**config.mk**
```make
export PLATFORM = sky130hd
export DESIGN_NAME = window_gather_flat
export DESIGN_NICKNAME = d
export VERILOG_FILES = /design/src/rtl/window_gather_pkg.sv /design/src/rtl/window_gather_if.sv /design/src/rtl/window_place.sv /design/src/rtl/window_gather.sv /design/src/flat_wrapper.sv
export SDC_FILE = /design/constraint.sdc
export NUM_CORES = 1
export LEC_CHECK = 0
export CAP_MARGIN = 20
export CELL_PAD_IN_SITES_DETAIL_PLACEMENT = 2
export CELL_PAD_IN_SITES_GLOBAL_PLACEMENT = 2
export CORE_UTILIZATION = 34
export CTS_BUF_LIST = sky130_fd_sc_hd__clkbuf_8
export DETAILED_ROUTE_END_ITERATION = 16
export PLACE_DENSITY_LB_ADDON = 0.1
export SYNTH_ARGS = -nofsm -noshare
export SYNTH_HDL_FRONTEND = slang
export SYNTH_HIERARCHICAL = 1
export SYNTH_SLANG_ARGS = --single-unit
```
**constraint.sdc**
```tcl
create_clock -name clk -period 4.1 [get_ports clk]
set_clock_uncertainty 0.1 [all_clocks]
set_input_delay 0.615 -clock clk [delete_from_list [all_inputs] [get_ports clk]]
set_output_delay 0.615 -clock clk [all_outputs]
set_load 0.01 [all_outputs]
```
**src/rtl/window_gather_pkg.sv**
```systemverilog
// window_gather_pkg: shared video tile geometry, quadrant/state enums and fetch-order helpers.
package window_gather_pkg;
  localparam int TILE_W = 8;
  localparam int TILE_H = 8;
  localparam int BPP    = 2;
  localparam int MASK_W = 128;

  typedef enum logic [1:0] {Q_TL, Q_TR, Q_BL, Q_BR} quadrant_e;
  typedef enum logic [1:0] {S_IDLE, S_REQ, S_CAPT, S_OUT} state_e;

  function automatic logic is_last(quadrant_e q, logic [2:0] ox, logic [2:0] oy);
    return q == Q_BR || (q == Q_BL && ox == 3'd0) || (q == Q_TR && oy == 3'd0) ||
           (q == Q_TL && ox == 3'd0 && oy == 3'd0);
  endfunction

  // only called when another tile is still needed, so TR->BL and BL->BR are always valid steps
  function automatic quadrant_e next_quad(quadrant_e q, logic ox_nz);
    return q == Q_TL ? (ox_nz ? Q_TR : Q_BL) : quadrant_e'(q + 2'd1);
  endfunction
endpackage

```
**src/rtl/window_gather_if.sv**
```systemverilog
// window_gather_if: request, tile-memory read port and window output stream of window_gather.
interface window_gather_if import window_gather_pkg::*; #(parameter int ADDR_W = 12);
  logic              start;
  logic [2:0]        offset_x;
  logic [2:0]        offset_y;
  logic [ADDR_W-1:0] tile_base;
  logic              busy;
  logic              mem_req;
  logic [ADDR_W-1:0] mem_addr;
  logic              mem_gnt;
  logic [MASK_W-1:0] mem_rdata;
  logic              out_valid;
  logic              out_ready;
  logic [MASK_W-1:0] window;

  modport master (
    input  start, offset_x, offset_y, tile_base, mem_gnt, mem_rdata, out_ready,
    output busy, mem_req, mem_addr, out_valid, window
  );
  modport slave (
    output start, offset_x, offset_y, tile_base, mem_gnt, mem_rdata, out_ready,
    input  busy, mem_req, mem_addr, out_valid, window
  );
endinterface

```
**src/rtl/window_place.sv**
```systemverilog
// window_place: places the pixels of one quadrant tile that fall inside the offset window.
module window_place import window_gather_pkg::*; (
  input  quadrant_e         quad,
  input  logic [2:0]        offset_x,
  input  logic [2:0]        offset_y,
  input  logic [MASK_W-1:0] tile,
  output logic [MASK_W-1:0] contrib
);
  logic [3:0] sr;
  logic [3:0] sc;

  // each window pixel maps to one source pixel in the 16x16 field; keep it only if it lies in quad
  always_comb begin
    contrib = '0;
    sr = '0;
    sc = '0;
    for (int r = 0; r < TILE_H; r++)
      for (int c = 0; c < TILE_W; c++) begin
        sr = 4'(r) + {1'b0, offset_y};
        sc = 4'(c) + {1'b0, offset_x};
        if ({sr[3], sc[3]} == quad)
          contrib[r*TILE_W*BPP + c*BPP +: BPP] = tile[{sr[2:0], sc[2:0], 1'b0} +: BPP];
      end
  end
endmodule

```
**src/rtl/window_gather.sv**
```systemverilog
// window_gather: fetches up to four neighbouring tiles and assembles the 128-bit offset window.
module window_gather import window_gather_pkg::*; #(
  parameter int ADDR_W    = 12,
  parameter int ROW_TILES = 40
) (
  input logic            clk,
  input logic            reset,
  input logic            clk_en,
  window_gather_if.master bus
);
  state_e            state_q, state_d;
  quadrant_e         quad_q, quad_d;
  logic [2:0]        ox_q, ox_d;
  logic [2:0]        oy_q, oy_d;
  logic [ADDR_W-1:0] base_q, base_d;
  logic [MASK_W-1:0] acc_q, acc_d;
  logic              busy_q, busy_d;
  logic              req_q, req_d;
  logic              valid_q, valid_d;
  logic [MASK_W-1:0] contrib;
  logic              last;

  window_place u_place (
    .quad     (quad_q),
    .offset_x (ox_q),
    .offset_y (oy_q),
    .tile     (bus.mem_rdata),
    .contrib  (contrib)
  );

  assign last = is_last(quad_q, ox_q, oy_q);

  always_comb begin
    state_d = state_q;
    quad_d  = quad_q;
    ox_d    = ox_q;
    oy_d    = oy_q;
    base_d  = base_q;
    acc_d   = acc_q;
    case (state_q)
      S_IDLE: if (bus.start) begin
        state_d = S_REQ;
        quad_d  = Q_TL;
        ox_d    = bus.offset_x;
        oy_d    = bus.offset_y;
        base_d  = bus.tile_base;
        acc_d   = '0;
      end
      S_REQ:  state_d = bus.mem_gnt ? S_CAPT : S_REQ;
      S_CAPT: begin
        acc_d   = acc_q | contrib;
        state_d = last ? S_OUT : S_REQ;
        quad_d  = last ? quad_q : next_quad(quad_q, ox_q != 3'd0);
      end
      S_OUT:  state_d = bus.out_ready ? S_IDLE : S_OUT;
      default: state_d = S_IDLE;
    endcase
    busy_d  = state_d != S_IDLE;
    req_d   = state_d == S_REQ;
    valid_d = state_d == S_OUT;
  end

  always_ff @(posedge clk)
    if (reset) begin
      state_q <= S_IDLE;
      quad_q  <= Q_TL;
      ox_q    <= '0;
      oy_q    <= '0;
      base_q  <= '0;
      acc_q   <= '0;
      busy_q  <= 1'b0;
      req_q   <= 1'b0;
      valid_q <= 1'b0;
    end else if (clk_en) begin
      state_q <= state_d;
      quad_q  <= quad_d;
      ox_q    <= ox_d;
      oy_q    <= oy_d;
      base_q  <= base_d;
      acc_q   <= acc_d;
      busy_q  <= busy_d;
      req_q   <= req_d;
      valid_q <= valid_d;
    end

  // quad bit 1 selects the row below, bit 0 the tile to the right
  assign bus.mem_addr  = base_q + (quad_q[1] ? ADDR_W'(ROW_TILES) : '0) + ADDR_W'(quad_q[0]);
  assign bus.busy      = busy_q;
  assign bus.mem_req   = req_q;
  assign bus.out_valid = valid_q;
  assign bus.window    = acc_q;
endmodule

```
**src/flat_wrapper.sv**
```systemverilog
// flat-port wrapper written by rule: the top's interface ports become plain ports
module window_gather_flat import window_gather_pkg::*;
#(
  parameter int ADDR_W    = 12,
  parameter int ROW_TILES = 40
)
  (clk, reset, clk_en, bus_start, bus_offset_x, bus_offset_y, bus_tile_base, bus_mem_gnt, bus_mem_rdata, bus_out_ready, bus_busy, bus_mem_req, bus_mem_addr, bus_out_valid, bus_window);
  window_gather_if #(.ADDR_W(ADDR_W)) bus_i ();
  input logic clk;
  input logic reset;
  input logic clk_en;
  input wire logic [$bits(bus_i.start)-1:0] bus_start;
  input wire logic [$bits(bus_i.offset_x)-1:0] bus_offset_x;
  input wire logic [$bits(bus_i.offset_y)-1:0] bus_offset_y;
  input wire logic [$bits(bus_i.tile_base)-1:0] bus_tile_base;
  input wire logic [$bits(bus_i.mem_gnt)-1:0] bus_mem_gnt;
  input wire logic [$bits(bus_i.mem_rdata)-1:0] bus_mem_rdata;
  input wire logic [$bits(bus_i.out_ready)-1:0] bus_out_ready;
  output wire logic [$bits(bus_i.busy)-1:0] bus_busy;
  output wire logic [$bits(bus_i.mem_req)-1:0] bus_mem_req;
  output wire logic [$bits(bus_i.mem_addr)-1:0] bus_mem_addr;
  output wire logic [$bits(bus_i.out_valid)-1:0] bus_out_valid;
  output wire logic [$bits(bus_i.window)-1:0] bus_window;
  assign bus_i.start = bus_start;
  assign bus_i.offset_x = bus_offset_x;
  assign bus_i.offset_y = bus_offset_y;
  assign bus_i.tile_base = bus_tile_base;
  assign bus_i.mem_gnt = bus_mem_gnt;
  assign bus_i.mem_rdata = bus_mem_rdata;
  assign bus_i.out_ready = bus_out_ready;
  assign bus_busy = bus_i.busy;
  assign bus_mem_req = bus_i.mem_req;
  assign bus_mem_addr = bus_i.mem_addr;
  assign bus_out_valid = bus_i.out_valid;
  assign bus_window = bus_i.window;
  window_gather #(.ADDR_W(ADDR_W), .ROW_TILES(ROW_TILES)) u_core (.clk(clk), .reset(reset), .clk_en(clk_en), .bus(bus_i));
endmodule
```
# Word-level counts from Yosys, hierarchy flattened
# Index checks and enable logic that the tools add are counted.
# classes
add_sub_neg	17
eq_ne	73
n_shift	64
mux	77
n_bitwise	1
n_reduce_logical	17
# op_table
operator	count
$shiftx A128 B8 Y2	64
$pmux W128 S2	1
$mux W2	72
$mux W128	1
$or A128 B128 Y128	1
$eq A2 B2 Y1	56
$add A3 B3 Y4 const A	8
$add A2 B3 Y4 const A	4
$eq A1 B2 Y1	7
$add A12 B1 Y12	1
$add A12 B12 Y12	1
$eq A2 B2 Y1 const B	5
$add A1 B3 Y4 const A	2
$pmux W2 S4	1
$eq A2 B1 Y1 const B	3
$logic_not A3 Y1	2
$mux W6	1
$reduce_and A3 Y1	2
$logic_and A1 B1 Y1	4
$logic_not A2 Y1	2
$ne A2 B2 Y1 const B	2
$pmux W2 S2	1
$reduce_and A4 Y1	1
$reduce_bool A2 Y1	2
3 further kinds	5
# totals
register_bits	153
inputBits	152
output_inout_bits	143
wordCells	258

# Logic depth before layout (Yosys ltp)
# Gate-level depths: netlist (run 1).
# logic_depth
depth_word	8
ltp_mapped	16
ltp_nobuf	9

# Hierarchy
# The synthesis (run 1) kept the hierarchy.
# modules_own_cells
mod	n_inst	cells_each	area_each_um2	seq_area_each_um2
window_place	1	1203	11557.3	0.0
window_gather	1	575	5198.7	3062.9

# Least setup slack after synthesis (run 1)
# OpenSTA, ideal clock, no wires.
# synth_path
kind	register to register
from	reg u_core.ox_q[1]
to	reg u_core.acc_q[127], in the netlist u_core/bus.window[127]
setup_ps	114
arrival_time_ps	3520
t_required_ps	3886
path_slack_ps	366
path_stages_with_launch	16
n_path_buf	7
period_less_slack_ps	3734
path_cell_list	dfxtp_1 buf_2 buf_2 buf_4 inv_1 ha_1 buf_6 buf_6 buf_6 buf_6 mux2_2 mux4_2 a221oi_1 o32ai_1 a21oi_1 nor2_1
# synth_via
elab_chain_cells	5
word_cells_on_any_way	6
cone_classes	add/sub: 1; eq/ne: 1; shift: 1; mux: 2; bitwise: 1
# synth_rtl
element	line	source
start, declared	window_gather.sv:13	logic [2:0] ox_q, ox_d;
start signal, assigned	window_gather.sv:67	ox_q <= '0;
start signal, assigned	window_gather.sv:77	ox_q <= ox_d;
$add A3 B3 Y4 (*)	window_place.sv:20	sc = 4'(c) + {1'b0, offset_x};
$shiftx A128 B8 Y2 or $eq A2 B2 Y1 (tied branches)	window_place.sv:22, window_place.sv:21	
$mux W2 (*)	window_place.sv:21	if ({sr[3], sc[3]} == quad)
named net u_core.contrib[127]	window_gather.sv:20	logic [MASK_W-1:0] contrib;
$or A128 B128 Y128 (*)	window_gather.sv:51	acc_d = acc_q | contrib;
$pmux W128 S2 (*)	window_gather.sv:40	case (state_q)
end signal, assigned	window_gather.sv:70	acc_q <= '0;
end signal, assigned	window_gather.sv:80	acc_q <= acc_d;
end, declared	window_gather.sv:16	logic [MASK_W-1:0] acc_q, acc_d;
# Mark *: on every way through the listed nets, which the timed path passes. The rest lies on a longest branch.
# A chain may end at the register's enable or synchronous reset.

# Final worst setup path (run 1)
# layout_path
from	reg u_core.ox_q[1]
to	reg u_core.acc_q[98], in the netlist u_core/bus.window[98]
# layout_via
elab_chain_cells	5
word_cells_on_any_way	6
cone_classes	add/sub: 1; eq/ne: 1; shift: 1; mux: 2; bitwise: 1
# layout_rtl
element	line
$add A1 B3 Y4 (*)	window_place.sv:20
$shiftx A128 B8 Y2 or $eq A2 B2 Y1 (tied branches)	window_place.sv:22, window_place.sv:21
$mux W2 (*)	window_place.sv:21
named net u_core.contrib[98]	window_gather.sv:20
$or A128 B128 Y128 (*)	window_gather.sv:51
$pmux W128 S2 (*)	window_gather.sv:40
# Marked as above.

==> results of run 1 <==
[placed cells by master, fill, tap and decap left out, types with 19 or more instances in the layout]
cell type          n
nand3_1           29
clkbuf_8          19
mux2i_1          287
ha_1              21
mux4_2           152
buf_4             58
clkdlybuf4s50_1  294
nand2_1          112
mux2_2           128
o22ai_1          174
dfxtp_1          148
xnor2_1           21
a21oi_1          164
nor2_1           192
[cell type report]
cell class	instances	area, sq um	area share [%]
multi-input combinational	1452	12800	61.8
timing repair buffer	362	3580	17.2
sequential	153	3070	14.8
tap	656	821	3.95
clock buffer	19	262	1.26
clock inverter	13	153	0.734
inverter	14	57.6	0.277
antenna	1	2.50	0.0120
[cell usage after synthesis (23+ instances only)]
cell	n	share of area [%]
nand2_1	113	2.5
a21oi_1	164	4.9
dfxtp_1	153	18
nand3_1	29	0.87
clkbuf_1	58	1.3
buf_2	46	1.4
mux4_2	152	20
nor2_1	192	4.3
mux2i_1	287	17
xnor2_1	23	1.2
mux2_2	128	8.6
o22ai_1	174	6.5
buf_4	34	1.5
[worst paths after layout]
kind,start,cells after the start,end,slack (ns)
max,u_core/ox_q[1],12,u_core/bus.window[98],0.21
min,u_core/base_q[0],2,u_core/base_q[0],0.37
max reg2reg,u_core/ox_q[1],12,u_core/bus.window[98],0.21
min reg2reg,u_core/base_q[0],2,u_core/base_q[0],0.37
[kinds of logic after synthesis]
logic type	synth area share, %
xor+xnor	2.15
flops	18.3
mux	46.3
simple gates	9.49
buf+inv	5.43
compound gates	16.7
fa+ha+maj	1.64
[worst min-delay path: stages (launching register included)]
cell and delay (ns):
dfxtp_1 0.32, nand2_1 0.06, a21oi_1 0.05
[through the flow]
stage	util, %	total power [W]	hold slack, ns
after floorplan	-	0.00372	0.340
after global placement	42.3	0.00510	0.348
after detailed placement	42.3	0.00520	0.363
after CTS	43.2	0.00649	0.376
after global routing	43.2	0.00675	0.406
final	43.2	0.00652	0.372
[layer usage]
metal	track usage, %	up-vias
met5	0	-
met3	4.76	134
met4	14.1	0
met2	58.3	585
met1	42.8	9006
li1	-	7377
[power by group]
part | internal, W | leakage [nW] | total [W] | switching, W
Sequential | 0.00160 | 1.25 | 0.00170 | 0.0000973
Combinational | 0.00147 | 5.88 | 0.00356 | 0.00209
Clock | 0.000628 | 0.210 | 0.00126 | 0.000631
Total | 0.00370 | 7.34 | 0.00652 | 0.00282
[flip-flops by register name (all words and copies together) (netlist names)]
register and flops:
u_core/bus.busy 1, u_core/ox_q 3, u_core/oy_q 3, u_core/quad_q 2, u_core/bus.window 128, u_core/base_q 12
u_core/state_q 2, u_core/bus.mem_req 1, u_core/bus.out_valid 1
==> flow_metrics.env, run 1 <==
export IMPL_outcome="completed"
export IMPL_drc=0
export IMPL_cp_end_kind="register"
export IMPL_clockBufferDepth=2
export IMPL_drt_met1_wl_mm=35.9
export IMPL_grt_pass1_vias=18100
export IMPL_crit_required_ns=4.43
export IMPL_synth_ff_latch_count=153
export IMPL_yosys_cell_types_count=59
export IMPL_cts_repair_resized=0
export IMPL_synth_edf_count=0
export IMPL_track_usage_pct=34.1
export IMPL_slew_headroom_pct=27.4
export IMPL_cp_cell_sequence="inv_1 > ha_4 > buf_12 > buf_12 > buf_12 > mux2i_1 > mux4_2 > o22ai_1 > o21ai_0 > a211oi_1 > a21oi_1 > nor2_1"
export IMPL_wl_met2_mm=41.9
export IMPL_final_layout_size_suffix_gt1_share_pct=20.5
export IMPL_syn_to_final_growth_pct=24.1
export IMPL_finalNetCount=2174
export IMPL_critPathLaunchType="register"
export IMPL_clkTransAtPathRegs_ns=0.09
export IMPL_cp_buffers_inverters=4
export IMPL_avgSynthCellArea_sq_um=9.42
export IMPL_start_util_pct=34.8
export IMPL_clkLatencyLatePin_ns=0.49
export IMPL_worstHoldPathType="reg -> reg"
export IMPL_drt_iter0_drc=1328
export IMPL_power_static_leakage_nw=7.34
export IMPL_cts_buffers_inserted=17
export IMPL_syn_num_nets=1952
export IMPL_tns_ns=0
export IMPL_fin_crit_ns=3.89
export IMPL_fill_cells=5165
export IMPL_gp_congestion=0.982
export IMPL_cp_common_cell="buf_12"
export IMPL_clock_sink_count=153
export IMPL_port_buffers=294
export IMPL_critPathKind="reg -> reg"
export IMPL_die_y_um=224
export IMPL_viasPerCell=6.41
export IMPL_numPlacedInstances=2636
export IMPL_cp_arrival_ns=4.22
export IMPL_firstDrtPassIters=5
export IMPL_post_place_ws_ns=0.434
export IMPL_cts_root_buf="clkbuf_8"
export IMPL_hold_violations=0
export IMPL_maxCapViolCount=0
export IMPL_core_sq_mm=0.0481
export IMPL_ioPinCount=295
export IMPL_dr_max_layer_used="met4"
export IMPL_ys_seq_area_share_pct=18.3
export IMPL_yosys_warnings=6
export IMPL_cts_tree="yes"
export IMPL_grt_pass1_wl_mm=126
export IMPL_slew_violations=0
export IMPL_drt_wl_total_mm=86.2
export IMPL_detail_route_antenna_nets=0
export IMPL_timing_fmax_mhz=257
export IMPL_grt_max_degree=134
export IMPL_dp_hpwl_mm=67.5
export IMPL_cts_max_level=4
export IMPL_die_width_um=224
export IMPL_powerDensity_mw_per_mm2=314
export IMPL_syn_inst=1778
export IMPL_met3_length_mm=4.66
export IMPL_rows=80
export IMPL_ctsHoldBuffers=0
export IMPL_cp_max_fo=34
export IMPL_critPathMaxStageDelay_ns=0.56
export IMPL_setup_viol=0
export IMPL_fin_area_sq_mm=0.0208
export IMPL_vdd_drop_max_v=0.000162
export IMPL_grt_ovfl_total=0
export IMPL_ys_flop_type="dfxtp_1"
export IMPL_synthArstFlopShare_pct=0
export IMPL_setup_ws_ns=0.212
export IMPL_cts_setup_buffers=0
export IMPL_vias=17100
export IMPL_critPathSlowestCell="mux4_2"
export IMPL_die_area_sq_mm=0.0502
export IMPL_critPathTopFamily="compound AO/OA/AOI/OAI gates"
export IMPL_finalNonFillerCells=2670
export IMPL_rsz0062_at_grt="false"
export IMPL_fin_crit_sh_pct=94.8
export IMPL_antenna_found_initial=1
export IMPL_syn_area_sq_mm=0.0168
export IMPL_dpl_cell_area_sq_mm=0.0204
export IMPL_worstMarginPinSlew_ns=1.09
export IMPL_routedWlPerCell_um=32.3
Power figures use the tool's default switching activity.
==> run 2, diff against run 1 <==
--- a/config.mk
+++ b/config.mk
@@ -8,6 +8,7 @@
 export CAP_MARGIN = 20
 export CELL_PAD_IN_SITES_DETAIL_PLACEMENT = 2
 export CELL_PAD_IN_SITES_GLOBAL_PLACEMENT = 2
+export CORE_ASPECT_RATIO = 1.75
 export CORE_UTILIZATION = 34
 export CTS_BUF_LIST = sky130_fd_sc_hd__clkbuf_8
 export DETAILED_ROUTE_END_ITERATION = 16
==> flow_metrics.env, run 2 (synthesis results as in run 1) <==
export IMPL_rsz0062_at_grt="false"
export IMPL_vdd_drop_max_v=0.000226
export IMPL_largest_reg_flops=128
export IMPL_cts_root_buf="clkbuf_8"
export IMPL_reg2reg_setup_slack_ns=0.22
export IMPL_rows=107
export IMPL_grt_max_degree=134
export IMPL_grt_pass1_vias=19100
export IMPL_min_delay_start="u_core/bus.window[1]"
export IMPL_grt_pass1_wl_mm=130
export IMPL_gp_congestion=0.962
export IMPL_start_util_pct=34.5
export IMPL_syn_to_final_growth_pct=26.8
export IMPL_powerDensity_mw_per_mm2=316
export IMPL_power_static_leakage_nw=7.64
export IMPL_die_width_um=170
export IMPL_detail_route_antenna_nets=0
export IMPL_core_sq_mm=0.0486
export IMPL_maxCapViolCount=0
export IMPL_fin_area_sq_mm=0.0212
export IMPL_worstMarginPinSlew_ns=1.04
export IMPL_tns_ns=0
export IMPL_clock_sink_count=153
export IMPL_hold_violations=0
export IMPL_final_layout_size_suffix_gt1_share_pct=23.0
export IMPL_cp_end_kind="register"
export IMPL_cp_cell_sequence="inv_6 > ha_4 > buf_4 > mux2_2 > mux2_2 > mux4_2 > mux2i_1 > o22ai_1 > buf_4 > a21oi_1 > nor2_1"
export IMPL_vias=17400
export IMPL_slew_violations=0
export IMPL_timing_rr_start="u_core/ox_q[0]"
export IMPL_slew_headroom_pct=30.5
export IMPL_comb_power_share_pct=56.2
export IMPL_r2r_end="u_core/bus.window[75]"
export IMPL_mostFrequentLayoutCell="clkdlybuf4s50_1"
export IMPL_clkLatencyLatePin_ns=0.55
export IMPL_cts_max_level=4
export IMPL_dpl_cell_area_sq_mm=0.0208
export IMPL_critPathKind="reg -> reg"
export IMPL_drc=0
export IMPL_die_y_um=296
export IMPL_ctsHoldBuffers=0
export IMPL_cp_arrival_ns=4.20
export IMPL_setup_ws_ns=0.222
export IMPL_finalNetCount=2240
export IMPL_cts_tree="yes"
export IMPL_swShare_pct=45.5
export IMPL_p_clk_share_pct=18.5
export IMPL_fin_crit_ns=3.88
export IMPL_port_buffers=294
export IMPL_whs_path_depth=2
export IMPL_critPathTopFamily="multiplexers"
export IMPL_reg2reg_depth=11
export IMPL_routedWlPerCell_um=32.9
export IMPL_crit_path_start="u_core/ox_q[0]"
export IMPL_power_frac_seq_pct=25.3
export IMPL_cts_buffers_inserted=17
export IMPL_layout_common_cells="clkdlybuf4s50_1, mux2i_1, nor2_1"
export IMPL_cts_repair_resized=0
export IMPL_antenna_found_initial=3
export IMPL_track_usage_pct=36.0
export IMPL_grt_ovfl_total=0
export IMPL_worstHoldPathType="reg -> reg"
export IMPL_crit_required_ns=4.43
export IMPL_drt_wl_total_mm=90.1
export IMPL_viasPerCell=6.37
export IMPL_fin_crit_sh_pct=94.6
export IMPL_p_int_w=0.00365
export IMPL_clkTransAtPathRegs_ns=0.12
export IMPL_critPathSlowestCell="mux2i_1"
export IMPL_drt_iter0_drc=1029
export IMPL_dp_hpwl_mm=73.2
export IMPL_cp_buffers_inverters=3
export IMPL_cts_setup_buffers=0
export IMPL_firstDrtPassIters=5
export IMPL_timing_fmax_mhz=258
export IMPL_p_sw_w=0.00306
export IMPL_critPathMaxStageDelay_ns=0.58
export IMPL_fill_cells=5316
export IMPL_outcome="completed"
export IMPL_die_area_sq_mm=0.0502
export IMPL_post_place_ws_ns=0.415
export IMPL_clockBufferDepth=2
export IMPL_critPathLaunchType="register"
export IMPL_ioPinCount=295
export IMPL_hold_end="u_core/bus.window[1]"
export IMPL_setup_viol=0
export IMPL_cp_max_fo=19
[run 2: tightest hold or removal path: stages, from the launching register on]
cell	delay, ns
dfxtp_1	0.34
a21oi_1	0.04
nor2_1	0.07
[run 2: worst max-delay path by stage]
| stage | endpoint | cells past startpoint | slack [ns] |
|---|---|---|---|
| final | u_core/bus.window[75] | 11 | 0.22 |
| after global routing | u_core/bus.window[78] | 12 | 0.20 |
| after CTS | bus_mem_addr[11] | 6 | 0.38 |
| after detailed placement | u_core/bus.window[75] | 11 | 0.41 |
| after global placement | u_core/bus.window[75] | 9 | 0.50 |
| after floorplan | u_core/bus.window[127] | 15 | 0.37 |
[run 2: cell type report]
cell class | count | area [sq um] | share of cell area [%]
Antenna cell | 2 | 5.00 | 0.0236
Multi-Input combinational cell | 1452 | 12800 | 60.4
Timing Repair Buffer | 428 | 4050 | 19.1
Clock inverter | 15 | 174 | 0.819
Inverter | 14 | 57.6 | 0.271
Tap cell | 654 | 818 | 3.85
Clock buffer | 17 | 234 | 1.10
Sequential cell | 153 | 3070 | 14.5
[run 2: power by group through the flow]
stage | registers (W) | clock network [W] | logic, W
2_1_floorplan | 0.00174 | 0 | 0.00198
3_3_place_gp | 0.00173 | 0 | 0.00358
3_5_place_dp | 0.00173 | 0 | 0.00368
4_1_cts | 0.00170 | 0.00128 | 0.00370
5_1_grt | 0.00171 | 0.00131 | 0.00391
6_report | 0.00170 | 0.00124 | 0.00377
[run 2: metrics by stage]
step                      total power, W  instances  hold WS, ns  util [%]
after global routing             0.00693       2735        0.403      43.7
after CTS                        0.00668       2732        0.384      43.7
after global placement           0.00531       2700        0.346      42.8
after floorplan                  0.00372       1778        0.340         -
after detailed placement         0.00542       2700        0.361      42.8
final                            0.00671       2735        0.378      43.7
[run 2: metal layers]
layer	GRT usage (%)	up-vias	wire (um)
met5	0	-	13
met4	27.1	2	7450
met3	4.79	204	3900
met2	65.7	644	46800
met1	37.1	9074	31900
li1	-	7506	-
==> run 3, diff against run 2 <==
--- a/config.mk
+++ b/config.mk
@@ -9,7 +9,7 @@
 export CELL_PAD_IN_SITES_DETAIL_PLACEMENT = 2
 export CELL_PAD_IN_SITES_GLOBAL_PLACEMENT = 2
 export CORE_ASPECT_RATIO = 1.75
-export CORE_UTILIZATION = 34
+export CORE_UTILIZATION = 37
 export CTS_BUF_LIST = sky130_fd_sc_hd__clkbuf_8
 export DETAILED_ROUTE_END_ITERATION = 16
 export PLACE_DENSITY_LB_ADDON = 0.1
==> constraint.sdc (replaced) <==
create_clock -name clk -period 4.6 [get_ports clk]
set_clock_uncertainty 0.1 [all_clocks]
set_input_delay 0.69 -clock clk [delete_from_list [all_inputs] [get_ports clk]]
set_output_delay 0.69 -clock clk [all_outputs]
set_load 0.01 [all_outputs]
==> flow_metrics.env, run 3 (synthesis results as in run 1) <==
export IMPL_outcome="completed"
export IMPL_cp_max_fo=12
export IMPL_cts_root_buf="clkbuf_8"
export IMPL_cp_arrival_ns=4.35
export IMPL_fin_crit_ns=3.97
export IMPL_crit_path_start="u_core/ox_q[0]"
export IMPL_clkTransAtPathRegs_ns=0.12
export IMPL_fin_crit_sh_pct=86.3
export IMPL_core_sq_mm=0.0444
export IMPL_drc=0
export IMPL_finalNetCount=2184
export IMPL_grt_pass1_vias=18700
export IMPL_power_static_leakage_nw=7.37
export IMPL_maxCapViolCount=0
export IMPL_cts_buffers_inserted=17
export IMPL_grt_ovfl_total=0
export IMPL_hold_violations=0
export IMPL_firstDrtPassIters=7
export IMPL_mostFrequentLayoutCell="clkdlybuf4s50_1"
export IMPL_worstHoldPathType="reg -> reg"
export IMPL_dp_hpwl_mm=72.0
export IMPL_routedWlPerCell_um=34.7
export IMPL_cts_max_level=4
export IMPL_track_usage_pct=38.8
export IMPL_drt_iter0_drc=1333
export IMPL_clock_sink_count=153
export IMPL_cts_repair_resized=0
export IMPL_drt_wl_total_mm=90.1
export IMPL_vias=17500
export IMPL_cts_tree="yes"
export IMPL_crit_required_ns=4.98
export IMPL_largest_reg_flops=128
export IMPL_vdd_drop_max_v=0.000146
export IMPL_slew_headroom_pct=24.4
export IMPL_gp_congestion=0.964
export IMPL_worstMarginPinSlew_ns=1.13
export IMPL_syn_to_final_growth_pct=23.6
export IMPL_clockBufferDepth=2
export IMPL_tns_ns=0
export IMPL_port_buffers=294
export IMPL_critPathLaunchType="register"
export IMPL_cts_setup_buffers=0
export IMPL_powerDensity_mw_per_mm2=288
export IMPL_final_layout_size_suffix_gt1_share_pct=20.9
export IMPL_utilization_pct=46.6
export IMPL_start_util_pct=37.7
export IMPL_critPathKind="reg -> reg"
export IMPL_timing_rr_start="u_core/ox_q[0]"
export IMPL_timing_fmax_mhz=252
export IMPL_setup_viol=0
export IMPL_die_width_um=163
export IMPL_cp_end_kind="register"
export IMPL_rows=102
export IMPL_viasPerCell=6.74
export IMPL_rsz0062_at_grt="false"
export IMPL_ctsHoldBuffers=0
export IMPL_grt_pass1_wl_mm=129
export IMPL_ioPinCount=295
export IMPL_antenna_found_initial=3
export IMPL_die_y_um=284
export IMPL_die_area_sq_mm=0.0462
export IMPL_layout_common_cells="clkdlybuf4s50_1, mux2i_1, nor2_1"
export IMPL_grt_max_degree=134
export IMPL_clkLatencyLatePin_ns=0.53
export IMPL_min_delay_start="u_core/base_q[5]"
export IMPL_detail_route_antenna_nets=0
export IMPL_slew_violations=0
==> run 3: cell count changes in the layout (fill, tap and decap cells not counted) <==
cell,change
inv_6,-3
inv_8,+2
dfxtp_1,+1
buf_16,+1
clkinv_4,+1
dfxtp_2,-1
buf_4,-55
buf_6,+1
buf_12,-3
==> run 3: path summary, 6_finish.rpt <==
path | cells past startpoint | slack [ns] | endpoint
worst max-delay path | 11 | 0.63 | u_core/bus.window[59]
worst min-delay path | 2 | 0.38 | u_core/base_q[5]
worst max register to register | 11 | 0.63 | u_core/bus.window[59]
worst min register to register | 2 | 0.38 | u_core/base_q[5]
==> run 3: final cells by class <==
cell class / count / area [sq um]
Multi-Input combinational cell: 1452 / 12800
Clock inverter: 15 / 179
Tap cell: 572 / 716
Timing Repair Buffer: 372 / 3610
Inverter: 14 / 57.6
Sequential cell: 153 / 3070
Fill cell: 4757 / 23700
Antenna cell: 2 / 5.00
Clock buffer: 17 / 234
==> run 3: routing by layer <==
metal  track usage [%]  routed length, um
met1              40.2              31200
met2              68.7              46100
met3              6.21               4900
met4              30.4               7900
met5                 0                 13
==> run 3: per-stage QoR <==
step                power [W]  instances  area (sq um)  setup slack, ns  hold slack (ns)
finish                0.00597       2597         20700            0.632            0.376
floorplan             0.00331       1778         16800            0.866            0.340
global placement      0.00464       2561         20300            0.826            0.349
CTS                   0.00591       2594         20700            0.653            0.378
global route          0.00613       2596         20700            0.549            0.402
detailed placement    0.00474       2562         20300            0.698            0.359
==> run 3: power breakdown <==
part           leakage [nW]  switching (W)  internal, W
sequential             1.25      0.0000901      0.00143
clock                 0.200       0.000732     0.000417
combinational          5.92        0.00195      0.00135
==> run 3: worst max-delay path, stage by stage, from the launching register on <==
cell and delay [ns]:
dfxtp_1 0.50, ha_1 0.47, xor2_2 0.55, buf_4 0.39
mux4_2 0.48, o22ai_1 0.21, a221oi_1 0.13, buf_4 0.26
o32ai_1 0.46, buf_4 0.20, a21oi_1 0.05, nor2_1 0.08
